<file path="config.mk">
export PLATFORM = sky130hd
export DESIGN_NAME = fetch_decode_buffer
export DESIGN_NICKNAME = d
export VERILOG_FILES = /design/src/rtl/fetch_decode_buffer_pkg.sv /design/src/rtl/fetch_buffer_fifo.sv /design/src/rtl/fetch_decode_buffer.sv
export SDC_FILE = /design/constraint.sdc
export NUM_CORES = 1
export LEC_CHECK = 0
export CAP_MARGIN = 20
export CORE_ASPECT_RATIO = 0.5
export CORE_MARGIN = 2
export CORE_UTILIZATION = 45
export DETAILED_ROUTE_END_ITERATION = 16
export GPL_ROUTABILITY_DRIVEN = 0
export PLACE_DENSITY_LB_ADDON = 0.05
export SLEW_MARGIN = 20
export SYNTH_ARGS = -nofsm -noshare
export SYNTH_HDL_FRONTEND = slang
export SYNTH_SLANG_ARGS = --single-unit
</file>
<file path="constraint.sdc">
create_clock -name clk -period 3.29 [get_ports clk]
set_input_delay 0.987 -clock clk [delete_from_list [all_inputs] [get_ports clk]]
set_output_delay 0.987 -clock clk [all_outputs]
set_load 0.02 [all_outputs]
</file>
<file path="src/rtl/fetch_decode_buffer_pkg.sv">
// Shared types and constants for the fetch-to-decode elastic buffer.
package fetch_decode_buffer_pkg;

    localparam int unsigned FETCH_BUF_DEPTH = 2;
    localparam logic [31:0] NOP_INSTR       = 32'h0000_0013;

    typedef struct packed {
        logic [31:0] instr;
        logic [31:0] Address;
    } fetch_bundle_t;

    typedef struct packed {
        logic [31:0] instr;
        logic [31:0] PC;
        logic [31:0] PC4;
        logic        misaligned;
    } decode_bundle_t;

    // Turn a fetched instruction into the form decode consumes.
    function automatic decode_bundle_t pack_entry(input fetch_bundle_t fb);
        decode_bundle_t db;
        db.instr      = fb.instr;
        db.PC         = fb.Address;
        db.PC4        = fb.Address + 32'd4;
        db.misaligned = (fb.Address[1:0] != 2'b00);
        return db;
    endfunction

    localparam decode_bundle_t NOP_BUNDLE = '{instr: NOP_INSTR, PC: 32'd0, PC4: 32'd0, misaligned: 1'b0};

endpackage

</file>
<file path="src/rtl/fetch_buffer_fifo.sv">
// Generic two-entry FIFO: one-bit read/write pointers plus an occupancy count.
module fetch_buffer_fifo #(
    parameter type T = logic [31:0]
) (
    input  logic       clk_i,
    input  logic       rst_ni,
    input  logic       clr_i,
    input  logic       push_i,
    input  logic       pop_i,
    input  T           wdata_i,
    output T           rdata_o,
    output logic [1:0] count_o
);

    logic [1:0] count_q, count_d;
    logic       wr_ptr_q, wr_ptr_d;
    logic       rd_ptr_q, rd_ptr_d;
    T           entry0_q, entry0_d;
    T           entry1_q, entry1_d;

    // Next-state: clear wins; otherwise the write and read sides advance independently.
    always_comb begin
        count_d  = count_q;
        wr_ptr_d = wr_ptr_q;
        rd_ptr_d = rd_ptr_q;
        entry0_d = entry0_q;
        entry1_d = entry1_q;
        if (clr_i) begin
            count_d  = 2'd0;
            wr_ptr_d = 1'b0;
            rd_ptr_d = 1'b0;
        end else begin
            if (push_i) begin
                if (wr_ptr_q) begin
                    entry1_d = wdata_i;
                end else begin
                    entry0_d = wdata_i;
                end
                wr_ptr_d = ~wr_ptr_q;
            end else begin
                wr_ptr_d = wr_ptr_q;
            end
            if (pop_i) begin
                rd_ptr_d = ~rd_ptr_q;
            end else begin
                rd_ptr_d = rd_ptr_q;
            end
            case ({push_i, pop_i})
                2'b10:   count_d = count_q + 2'd1;
                2'b01:   count_d = count_q - 2'd1;
                default: count_d = count_q;
            endcase
        end
    end

    // State registers.
    always_ff @(posedge clk_i or negedge rst_ni) begin
        if (!rst_ni) begin
            count_q  <= 2'd0;
            wr_ptr_q <= 1'b0;
            rd_ptr_q <= 1'b0;
            entry0_q <= '0;
            entry1_q <= '0;
        end else begin
            count_q  <= count_d;
            wr_ptr_q <= wr_ptr_d;
            rd_ptr_q <= rd_ptr_d;
            entry0_q <= entry0_d;
            entry1_q <= entry1_d;
        end
    end

    assign rdata_o = rd_ptr_q ? entry1_q : entry0_q;
    assign count_o = count_q;

endmodule

</file>
<file path="src/rtl/fetch_decode_buffer.sv">
// Elastic fetch->decode stage: bundle packing, flush priority and NOP substitution
// around a two-entry FIFO whose handshakes depend only on registered occupancy.
module fetch_decode_buffer
    import fetch_decode_buffer_pkg::*;
(
    input  logic           clk,
    input  logic           reset,
    input  fetch_bundle_t  FB,
    input  logic           fetch_valid,
    output logic           fetch_ready,
    input  logic           flush,
    input  logic           decode_ready,
    output logic           decode_valid,
    output decode_bundle_t DB,
    output logic [1:0]     count
);

    logic           push_s;
    logic           pop_s;
    decode_bundle_t wdata_s;
    decode_bundle_t head_s;
    logic [1:0]     count_s;

    assign fetch_ready  = (count_s != 2'd2);
    assign decode_valid = (count_s != 2'd0);

    // Flush squashes both the incoming bundle and any pop this cycle.
    assign push_s  = fetch_valid && fetch_ready && !flush;
    assign pop_s   = decode_valid && decode_ready && !flush;
    assign wdata_s = pack_entry(FB);

    fetch_buffer_fifo #(
        .T (decode_bundle_t)
    ) u_fifo (
        .clk_i   (clk),
        .rst_ni  (reset),
        .clr_i   (flush),
        .push_i  (push_s),
        .pop_i   (pop_s),
        .wdata_i (wdata_s),
        .rdata_o (head_s),
        .count_o (count_s)
    );

    assign DB    = decode_valid ? head_s : NOP_BUNDLE;
    assign count = count_s;

endmodule

</file>
# Word level (Yosys, flattened, before mapping)
# Index checks and enable logic that the tools add are counted.
[word_totals] ff_bits=198 output_inout_bits=101 word_cells=40
[classes] add_sub_neg=3 eq_ne=3 mux=8 n_bitwise=3 reduce_logical=12
[op_table] op="two-way mux 97 bit" count=2
[op_table] op="adder 32 x 3 -> 32 bit (second input constant)" count=1
[op_table] op="nonzero test 2 bit" count=4
[op_table] op="AND reduction 3 bit" count=2
[op_table] op="logical AND 1 bit" count=4
[op_table] op="two-way mux 1 bit" count=4
[op_table] op="case mux 2 bit (2 select lines)" count=1
[op_table] op="NOT 1 bit" count=3
[op_table] op="nonzero test 3 bit" count=1
[op_table] op="adder 2 x 1 -> 2 bit (second input constant)" count=1
[op_table] op="== test 2 x 1 -> 1 bit (second input constant)" count=1
[op_table] op="== test 2 bit (second input constant)" count=1
[op_table] op="two-way mux 2 bit" count=1
[op_table] op="!= test 2 bit (second input constant)" count=1
[op_table] op="subtractor 2 x 1 -> 2 bit (second input constant)" count=1
[op_table] op="zero test 1 bit" count=1

# Longest topological paths before layout
[depth] word_depth=6 depth_mapped=7 ltp_nobuf=5

# Cells and area by module
# Synthesis repeated with hierarchy kept, for this count alone.
[unflattened] cells_unflattened=735 area_unflattened_um2=9875.7
[modules_own_cells] module="fetch_buffer_fifo" instances=1 cells_per_inst=536 area_per_inst_um2=8533.2 seq_area_each_um2=4954.8
[modules_own_cells] module="fetch_decode_buffer" instances=1 cells_per_inst=199 area_per_inst_um2=1342.5 seq_area_each_um2=0.0

# Worst setup path before layout
# Ideal clock, no wire load.
[synth_path] path_kind="register to output" start="reg u_fifo.rd_ptr_q" end="out DB[33] (netlist name)" arrival_time_ns=1.622 required_time_ns=2.303 slack_ns=0.681 path_stages_with_launch=6 cell_sequence="dfrtp_1 clkbuf_1 clkbuf_1 mux2i_1 nor2_1 buf_4"
[synth_rtl] item="start, declared" line="fetch_buffer_fifo.sv:17" source="logic rd_ptr_q, rd_ptr_d;"
[synth_rtl] item="start signal, assigned" line="fetch_buffer_fifo.sv:67" source="rd_ptr_q <= rd_ptr_d;"
[synth_rtl] item="end, declared" line="fetch_decode_buffer.sv:14" source="output decode_bundle_t DB,"

==> impl_metrics.env <==
export IMPL_outcome="finished, final reports clean"
export IMPL_r2r_slack_ns=1.34
export IMPL_start_util_pct=45.57
export IMPL_async_reset_ff_share_pct=100.0
export IMPL_nNetsFinal=1187
export IMPL_drive_gt1_share_pct=13.91
export IMPL_rsz0062_at_grt="no"
export IMPL_worstPathArrival_ns=2.20
export IMPL_netlist_instances=949
export IMPL_fp_coreArea_um2=20420
export IMPL_setup_viol=0
export IMPL_cp_top_family="buffers and inverters"
export IMPL_via_per_inst=5.272
export IMPL_grt_pass1_vias=7501
export IMPL_p_per_area_nw_per_um2=612.5
export IMPL_drtPass1Iterations=4
export IMPL_hpwl_um=16100
export IMPL_num_vias=7391
export IMPL_fin_skew_ns=0.01163
export IMPL_root_buffer="clkbuf_16"
export IMPL_cts_made_buffers=17
export IMPL_r2r_cells=4
export IMPL_final_min_clock_period_ns=3.189
export IMPL_ir_worst_vdd_mv=0.3742
export IMPL_synth_cell_types=37
export IMPL_yosys_warnings=0
export IMPL_area_growth_pct=30.34
export IMPL_num_rows=37
export IMPL_cts_tree="yes"
export IMPL_antenna_found_initial=0
export IMPL_cp_data_required_time_ns=2.30
export IMPL_holdPathEnd="u_fifo.entry1_q[50]$_DFFE_PN0P_"
export IMPL_hold_viol=0
export IMPL_critPathMaxFanout=10
export IMPL_timing_rr_start="u_fifo.count_o[0]$_DFFE_PN0P_"
export IMPL_antenna_left=0
export IMPL_overflow=0
export IMPL_syn_cell_area_um2=9304
export IMPL_maxSlewHeadroom_pct=64.01
export IMPL_drt_wl_total_um=24260
export IMPL_fmax_mhz=313.6
export IMPL_clkSinkCount=194
export IMPL_slew_violations=0
export IMPL_tightestPinTransition_ns=0.5398
export IMPL_dr_first_iter_drc_count=396
export IMPL_hp_class="reg2reg"
export IMPL_crit_type="reg2out"
export IMPL_grt_max_degree=66
export IMPL_grt_pass1_wl_um=39430
export IMPL_boundaryPins=170
export IMPL_setup_worst_path_end_class="primary output"
export IMPL_startpoint_type="register"
export IMPL_cp_cell_sequence="buf_4 > mux2i_1 > nor2_1 > clkdlybuf4s50_1"
export IMPL_min_path_cells=2
export IMPL_cap_viol_max_count=0
export IMPL_reg2reg_to="u_fifo.entry0_q[56]$_DFFE_PN0P_"
export IMPL_leakage_nw=5.145
export IMPL_synth_seq_area_share_pct=52.18
export IMPL_setup_tns_ns=0
export IMPL_clkLatencyLatePin_ns=0.43
export IMPL_die_w_um=207.4
export IMPL_grt_usage_pct=22.87
export IMPL_die_area_um2=21910
export IMPL_synth_seq_cells=194
export IMPL_slowest_delay_ns=0.57
export IMPL_min_period_over_period_pct=96.94
export IMPL_synth_edff_count=0
export IMPL_crit_buf_inv=2
export IMPL_final_util_pct=59.40
export IMPL_antennaDiodeCount=0
export IMPL_wl_per_cell_um=17.30
export IMPL_hold_slack_ns=0.4737
export IMPL_die_height_um=105.7
export IMPL_syn_area_per_cell_um2=9.804
export IMPL_port_buffers=169
export IMPL_path_clk_slew_ns=0.07
export IMPL_drc=0
export IMPL_synthFlopType="dfrtp_1"
export IMPL_h_tree_depth=4
export IMPL_critPathSlowestCell="dfrtp_4"
export IMPL_cts_path_max_buffers=2
export IMPL_min_from="u_fifo.entry1_q[50]$_DFFE_PN0P_"
export IMPL_syn_nets=1019
[through the flow]
step | area, µm² | total power, mW | cells | setup slack (ns)
2_1_floorplan | 9304 | 4.511 | 949 | 0.6813
3_3_place_gp | 11500 | 5.291 | 1369 | 0.2148
3_5_place_dp | 11500 | 5.357 | 1369 | 0.2014
4_1_cts | 12110 | 7.496 | 1401 | 0.008733
5_1_grt | 12130 | 7.853 | 1402 | 0.01665
6_report | 12130 | 7.428 | 1402 | 0.1008
[cells in the mapped netlist, types with 2 or more instances]
master	count	area, µm²
nand2_1	221	829.6
dfrtp_1	194	4855
nor2_1	146	548.0
mux2i_1	97	970.9
mux2_2	65	732.0
a31oi_1	33	206.5
clkbuf_1	30	112.6
buf_2	28	140.1
o21ai_0	22	110.1
a21oi_1	14	70.07
nand3_1	11	55.05
nand4_1	11	68.82
or4_1	8	60.06
xor2_1	8	70.07
o31ai_1	7	52.55
or3_1	7	43.79
buf_4	6	45.04
xnor2_1	6	52.55
buf_1	5	18.77
and3_1	4	25.02
and4_1	3	26.28
inv_1	3	11.26
nor4_1	3	18.77
nand2b_1	2	12.51
o41ai_2	2	32.53
or4b_1	2	20.02
[sequential cells by signal (all words and copies together) (netlist names)]
name and cells:
u_fifo.entry0_q 95, u_fifo.entry1_q 95, u_fifo.count_o 2, u_fifo.rd_ptr_q 1, u_fifo.wr_ptr_q 1
[repair_timing]
item,4_1_cts,5_1_grt
hold buffers,0,0
buffers inserted,1,1
endpoints found under the hold margin,0,0
setup endpoints to repair,25,10
cloned,0,0
gates resized for setup,0,4
[tightest hold or removal path: stages (launching register included)]
cell and delay [ns]:
dfrtp_1 0.34, nand2_1 0.05, nand2_1 0.05
[cell families (layout without fill, tap and decap cells)]
group	after synthesis	count (layout)	share of synthesized area, %
DFF	194	194	52.18
muxes	162	162	18.30
adders and majority gates	1	1	0.1345
xor gates and xnor gates	14	14	1.318
and+or+nand+nor	426	426	19.27
AOI/OAI and AO/OA	79	79	5.151
buffers and inverters	73	253	3.644
[layout make-up]
| class | count | area, µm² |
|---|---|---|
| inverters | 3 | 11.26 |
| repair buffers | 219 | 2191 |
| well taps | 273 | 341.6 |
| multi-input cells | 682 | 4125 |
| fillers | 1783 | 8289 |
| clock inverters | 8 | 101.3 |
| clock buffers | 23 | 498.0 |
| flip-flops and latches | 194 | 4858 |
[power by group]
group	total [mW]	switching [mW]	internal, mW
Clock	2.12	0.905	1.22
Sequential	3.33	0.325	3.01
Combinational	1.97	1.01	0.964
[worst max-delay path by stage]
stage | from | slack (ns) | end | cells after the start
5_1_grt | u_fifo.rd_ptr_q$_DFFE_PN0P_ | 0.02 | DB[27] | 4
3_3_place_gp | FB[3] | 0.21 | u_fifo.entry1_q[27]$_DFFE_PN0P_ | 6
3_5_place_dp | FB[3] | 0.20 | u_fifo.entry0_q[27]$_DFFE_PN0P_ | 6
4_1_cts | u_fifo.count_o[0]$_DFFE_PN0P_ | 0.009 | DB[66] | 5
6_report | u_fifo.rd_ptr_q$_DFFE_PN0P_ | 0.10 | DB[27] | 4
2_1_floorplan | u_fifo.rd_ptr_q$_DFFE_PN0P_ | 0.68 | DB[33] | 5
[layer usage]
| layer | wire, µm | share of wire, % | track usage [%] |
|---|---|---|---|
| met2 | 10800 | 45 | 35.02 |
| met5 | 0 | 0 | 0 |
| met1 | 11650 | 48 | 31.88 |
| met3 | 1560 | 6.4 | 6.764 |
| met4 | 245 | 1.0 | 5.714 |
[cells in the final DEF, fill, tap and decap left out, drive strengths merged, types with 6 or more instances in the layout]
cell type / Yosys / routed
nand4: 12 / 12
xnor2: 6 / 6
dfrtp: 194 / 194
o31ai: 7 / 7
nand3: 11 / 11
nor2: 146 / 146
nand2: 221 / 221
buf: 40 / 53
clkdlybuf4s50: 0 / 162
xor2: 8 / 8
clkbuf: 30 / 24
or3: 7 / 7
a21oi: 14 / 14
mux2i: 97 / 97
o21ai: 22 / 22
or4: 8 / 8
mux2: 65 / 65
a31oi: 33 / 33
Note: power is estimated with default switching activity, not from simulation.
